### src/rtl/izh_pkg.sv
// izh_pkg: shared constants and types for the spike event encoder.
//   V_W        membrane voltage width (signed 2.16 fixed point)
//   ISI_W      inter-spike interval counter / record width
//   FIFO_DEPTH event FIFO depth (power of two, >= 2)
//   THRESH     spike threshold (+0.30), REARM re-arm level (0.0)
//   BURST_ISI  burst-tag limit, only meaningful with BURST_TAG_EN
//   EW         record width: ISI_W, or ISI_W+1 when BURST_TAG_EN is defined
// Optional feature macro: BURST_TAG_EN
package izh_pkg;

  localparam int V_W        = 18;
  localparam int ISI_W      = 16;
  localparam int FIFO_DEPTH = 8;
  localparam int BURST_ISI  = 4;

  localparam logic signed [V_W-1:0] THRESH = 18'sh0_4CCC;
  localparam logic signed [V_W-1:0] REARM  = 18'sh0_0000;

`ifdef BURST_TAG_EN
  localparam int EW = ISI_W + 1;
`else
  localparam int EW = ISI_W;
`endif

  localparam int LVL_W = $clog2(FIFO_DEPTH) + 1;

  typedef enum logic [1:0] {
    WAIT_FIRST = 2'd0,
    ARMED      = 2'd1,
    REFRACT    = 2'd2
  } det_state_t;

  typedef logic [EW-1:0] isi_rec_t;

endpackage

### src/rtl/spike_fifo.sv
// spike_fifo: synchronous first-word-fall-through FIFO.
//   clk, rst_n  clock, async active-low reset
//   flush       synchronous empty (wins over push/pop)
//   push/wdata  write request and data
//   pop         read request, ignored while empty
//   rdata       head entry while non-empty, zero while empty
//   empty/full/level  occupancy status
// A push while full succeeds only if a pop frees the slot in the same cycle.
module spike_fifo #(
  parameter int W     = 16,
  parameter int DEPTH = 8
) (
  input  logic                       clk,
  input  logic                       rst_n,
  input  logic                       flush,
  input  logic                       push,
  input  logic [W-1:0]               wdata,
  input  logic                       pop,
  output logic [W-1:0]               rdata,
  output logic                       empty,
  output logic                       full,
  output logic [$clog2(DEPTH):0]     level
);

  localparam int AW = $clog2(DEPTH);
  localparam int LW = AW + 1;

  logic [W-1:0]  mem [DEPTH];
  logic [AW-1:0] wr_ptr;
  logic [AW-1:0] rd_ptr;
  logic          do_push;
  logic          do_pop;

  assign empty   = (level == '0);
  assign full    = (level == LW'(DEPTH));
  assign do_pop  = pop && !empty;
  assign do_push = push && (!full || do_pop);
  assign rdata   = empty ? '0 : mem[rd_ptr];

  always_ff @(posedge clk or negedge rst_n) begin
    if (!rst_n) begin
      wr_ptr <= '0;
      rd_ptr <= '0;
      level  <= '0;
    end else if (flush) begin
      wr_ptr <= '0;
      rd_ptr <= '0;
      level  <= '0;
    end else begin
      if (do_push) wr_ptr <= wr_ptr + 1'b1;
      if (do_pop)  rd_ptr <= rd_ptr + 1'b1;
      case ({do_push, do_pop})
        2'b10:   level <= level + 1'b1;
        2'b01:   level <= level - 1'b1;
        default: level <= level;
      endcase
    end
  end

  // Storage needs no reset: rdata is masked to zero while empty.
  always_ff @(posedge clk) begin
    if (do_push && !flush) mem[wr_ptr] <= wdata;
  end

endmodule

### src/rtl/spike_event_encoder.sv
// spike_event_encoder: threshold spike detector with hysteresis, ISI
// measurement in update steps, and an FWFT event FIFO of ISI records.
//   clk, rst_n        clock, async active-low reset
//   v_in, v_valid     signed 2.16 membrane voltage sample and its strobe
//   clear             synchronous soft clear (keeps spike_cnt, overflow)
//   spike_o           one-cycle pulse the cycle after a spiking sample
//   spike_cnt         wrapping spike total
//   rd_en, rd_data    FIFO pop and FWFT head
//   empty, full, level  FIFO status
//   overflow, clear_ovf sticky record-drop flag and its clear
// Optional feature macro: BURST_TAG_EN (adds a burst bit above the ISI).
//
// state      | meaning
// WAIT_FIRST | no spike yet, next spike's ISI is unknown (all-ones)
// ARMED      | below re-arm since last spike, next crossing spikes
// REFRACT    | just spiked, waiting for v_in < REARM
module spike_event_encoder
  import izh_pkg::*;
(
  input  logic                  clk,
  input  logic                  rst_n,
  input  logic signed [V_W-1:0] v_in,
  input  logic                  v_valid,
  input  logic                  clear,
  output logic                  spike_o,
  output logic [15:0]           spike_cnt,
  input  logic                  rd_en,
  output logic [EW-1:0]         rd_data,
  output logic                  empty,
  output logic                  full,
  output logic [LVL_W-1:0]      level,
  output logic                  overflow,
  input  logic                  clear_ovf
);

  det_state_t       state;
  logic [ISI_W-1:0] isi_cnt;
  logic [ISI_W-1:0] isi_next;
  logic [ISI_W-1:0] isi_val;
  logic             above;
  logic             below;
  logic             spike_now;
  logic             drop;
  isi_rec_t         rec;

  assign above     = (v_in > THRESH);
  assign below     = (v_in < REARM);
  assign isi_next  = (isi_cnt == '1) ? isi_cnt : isi_cnt + 1'b1;
  assign spike_now = v_valid && above && (state != REFRACT);
  assign isi_val   = (state == WAIT_FIRST) ? '1 : isi_next;

`ifdef BURST_TAG_EN
  logic burst;
  assign burst = (state == ARMED) && (isi_next <= ISI_W'(BURST_ISI));
  assign rec   = {burst, isi_val};
`else
  assign rec   = isi_val;
`endif

  // Full implies non-empty, so rd_en alone tells whether a slot frees up.
  assign drop = spike_now && full && !rd_en && !clear;

  always_ff @(posedge clk or negedge rst_n) begin
    if (!rst_n) begin
      state     <= WAIT_FIRST;
      isi_cnt   <= '0;
      spike_cnt <= '0;
      spike_o   <= 1'b0;
    end else if (clear) begin
      state     <= WAIT_FIRST;
      isi_cnt   <= '0;
      spike_o   <= 1'b0;
    end else begin
      spike_o <= spike_now;
      if (spike_now) spike_cnt <= spike_cnt + 1'b1;
      if (v_valid) begin
        isi_cnt <= spike_now ? '0 : isi_next;
        case (state)
          WAIT_FIRST: if (above) state <= REFRACT;
          ARMED:      if (above) state <= REFRACT;
          REFRACT:    if (below) state <= ARMED;
          default:    state <= WAIT_FIRST;
        endcase
      end
    end
  end

  // Set wins over a same-cycle clear_ovf.
  always_ff @(posedge clk or negedge rst_n) begin
    if (!rst_n)         overflow <= 1'b0;
    else if (drop)      overflow <= 1'b1;
    else if (clear_ovf) overflow <= 1'b0;
  end

  spike_fifo #(
    .W     (EW),
    .DEPTH (FIFO_DEPTH)
  ) u_fifo (
    .clk   (clk),
    .rst_n (rst_n),
    .flush (clear),
    .push  (spike_now),
    .wdata (rec),
    .pop   (rd_en),
    .rdata (rd_data),
    .empty (empty),
    .full  (full),
    .level (level)
  );

endmodule

### config.mk
export PLATFORM = sky130hd
export DESIGN_NAME = spike_event_encoder
export DESIGN_NICKNAME = d
export VERILOG_FILES = /design/src/rtl/izh_pkg.sv /design/src/rtl/spike_fifo.sv /design/src/rtl/spike_event_encoder.sv
export SDC_FILE = /design/constraint.sdc
export NUM_CORES = 1
export LEC_CHECK = 0
export CAP_MARGIN = 10
export CORE_ASPECT_RATIO = 2
export CORE_MARGIN = 8
export CORE_UTILIZATION = 40
export CTS_CLUSTER_SIZE = 25
export DETAILED_ROUTE_END_ITERATION = 10
export SLEW_MARGIN = 10
export SYNTH_ARGS = -nofsm -noshare
export SYNTH_HDL_FRONTEND = slang
export SYNTH_SLANG_ARGS = --single-unit
### constraint.sdc
create_clock -name clk -period 6.15 [get_ports clk]
set_clock_uncertainty 0.05 [all_clocks]
set_input_delay 0.9225 -clock clk [delete_from_list [all_inputs] [get_ports clk]]
set_output_delay 0.9225 -clock clk [all_outputs]
set_load 0.01 [all_outputs]
==> results.toml <==
[detailed_routing]
vias_per_cell = 5.288
drc = 0
wl_per_cell_um = 19.02
postRouteAntennaNets = 0
firstDrtPassIters = 4
drt_iter0_markers = 201
drt-total-wl_um = 16490
vias = 4585

[synthesis]
ys.flop_type = "edfxtp_1"
ys_types = 66
synth_area_mm2 = 0.007841
syn-num-nets = 558
synth_seq_area_share_pct = 63.70
avgSynthCellArea_um2 = 14.85
ys_async_sr_fraction_pct = 26.44
synth_warnings = 0
synth_edf_count = 128
ys_ff_latch = 174
syn_inst = 528

[timing]
setup_viol = 0
slew_violations = 0
fin_crit_sh_pct = 61.32
timing.fmax_mhz = 265.2
tns_ns = 0
hold_viol_final = 0
slew_headroom_pct = 28.63
fin_crit_ns = 3.771
hold_slack_ns = 0.4330
worst_slack_ns = 2.379
rsz0062_at_grt = "false"
tightest_slew_ns = 1.070

[pwr]
p_leak_nw = 3.158
total_power_mw = 3.340
powerDensity_mw_per_mm2 = 357.2
ir_drop_mv = 0.2236

[die]
fp.coreArea_mm2 = 0.01928
io_pins = 64
initial_utilization_pct = 40.67
die_w_um = 115
die-area_mm2 = 0.02461
die_h_um = 214.0
rows = 72

[place]
dp_cells = 835
place_area_mm2 = 0.008757
dp_hpwl_um = 11600
portBuffers = 63
dp_slack_ns = 2.362
gp_congestion = 0.8171

[setup_path]
r2r_cells = 8
cp.required_ns = 5.18
r2r_end = "u_fifo.mem[7][8]"
critPathLaunch = "u_fifo.rd_ptr[0]"
r2r-start = "state[1]"
start_kind = "flip-flop"
crit_type = "flip-flop to output port"
worst_ep_arrival_time_ns = 2.80
crit_end = "rd_data[2]"
r2r_setup_slack_ns = 3.41
cp-end-kind = "output port"
crit_path_max_fanout = 26

[grt]
grt_max_degree = 47
grt_pass1_vias = 4882
grt-ovfl-total = 0
antenna_found_initial = 0
grt_pass1_wl_um = 26680
grt_use_total_pct = 14.21

[cts]
ctsHoldBuffers = 0
clk_latency_ns = 0.42
clockBufferDepth = 2
cts-root-buf = "clkbuf_16"
cts_made_buffers = 17
post_cts_buffers = 0
cts_sinks = 174
ctsResizeCount = 0
cts.clk_slew.worst_paths_ns = 0.06
cts_tree = "built"
htree_levels = 4

[finish]
final_common_cell = "edfxtp_1"
fin_area_mm2 = 0.009351
final_cells = 867
final_cell_mix = "edfxtp_1, clkdlybuf4s50_1, nor2_1, dfrtp_1, nand2_1"
final_core_util_pct = 48.51
syn_to_final_growth_pct = 19.26
fin_nets = 625
fillers = 1721
drive_gt1_share_pct = 17.76
diodes = 0

[run]
maxCapViolCount = 0

[hold_path]
min_path_type = "flip-flop to flip-flop"

[run_status]
status = "finished, final reports clean"
how the worst min path moves through the flow:
stage / startpoint / to / cells after the start
2_1_floorplan: isi_cnt[2] / isi_cnt[2] / 1
3_3_place_gp: spike_cnt[15] / spike_cnt[15] / 1
3_5_place_dp: spike_cnt[15] / spike_cnt[15] / 1
4_1_cts: spike_cnt[15] / spike_cnt[15] / 1
5_1_grt: spike_cnt[7] / spike_cnt[7] / 1
6_report: spike_cnt[15] / spike_cnt[15] / 1
per-layer routing:
metal  GRT usage (%)  wire (um)  up-vias
li1                -          -     2144
met5               0          0        -
met2           25.62       9229      101
met4           7.102        490        0
met1           14.93       6224     2304
met3           3.075        549       36
synth_stat cells, types with 6 or more instances:
| cell | number | area (um2) |
|---|---|---|
| inv_1 | 8 | 30.03 |
| mux4_2 | 32 | 720.7 |
| a21oi_1 | 15 | 75.07 |
| nor2_1 | 44 | 165.2 |
| xnor2_1 | 26 | 227.7 |
| a31oi_1 | 13 | 81.33 |
| buf_2 | 7 | 35.03 |
| nor3_1 | 10 | 50.05 |
| dfrtp_1 | 46 | 1151 |
| o21ai_0 | 12 | 60.06 |
| edfxtp_1 | 128 | 3844 |
| nand2b_1 | 8 | 50.05 |
| mux2i_1 | 18 | 180.2 |
| ha_1 | 6 | 75.07 |
| clkbuf_1 | 14 | 52.55 |
| and3_1 | 7 | 43.79 |
| nand2_1 | 37 | 138.9 |
| nand3_1 | 20 | 100.1 |
power breakdown:
group	total [mW]	internal, mW	switching [mW]
sequential	1.40	1.32	0.0787
clock	1.08	0.637	0.441
combinational	0.863	0.461	0.402
area by class of cell:
class                   instances  area [um2]  area share (%)
flip-flops and latches        174        4997           53.44
multi-input cells             319        2698           28.85
repair buffers                 73       700.7           7.493
clock buffers                  17       425.4           4.549
well taps                     259       324.1           3.465
clock inverters                15       168.9           1.806
inverters                      10       37.54          0.4014
state kept, by name, indices dropped and copies added (netlist names):
name           cells
u_fifo.level       4
isi_cnt           16
u_fifo.mem       128
overflow           1
u_fifo.wr_ptr      3
spike_cnt         16
state              2
u_fifo.rd_ptr      3
spike_o            1
cells by family after synthesis:
| group | share of synthesized area (%) |
|---|---|
| AO/OA/AOI/OAI | 6.064 |
| XOR/XNOR | 3.463 |
| adder cells (fa/ha/maj) | 0.9574 |
| buffers and inverters | 2.026 |
| flip-flops | 63.70 |
| multiplexers | 11.78 |
| AND/OR/NAND/NOR | 12.02 |
worst max-delay path: stages, from the launching register on:
cell and delay (ns):
dfrtp_2 0.54, buf_4 0.51, mux4_2 0.57, mux2i_1 0.20, nor2_1 0.06, clkdlybuf4s50_1 0.49
Note: power is estimated with default switching activity, not from simulation.
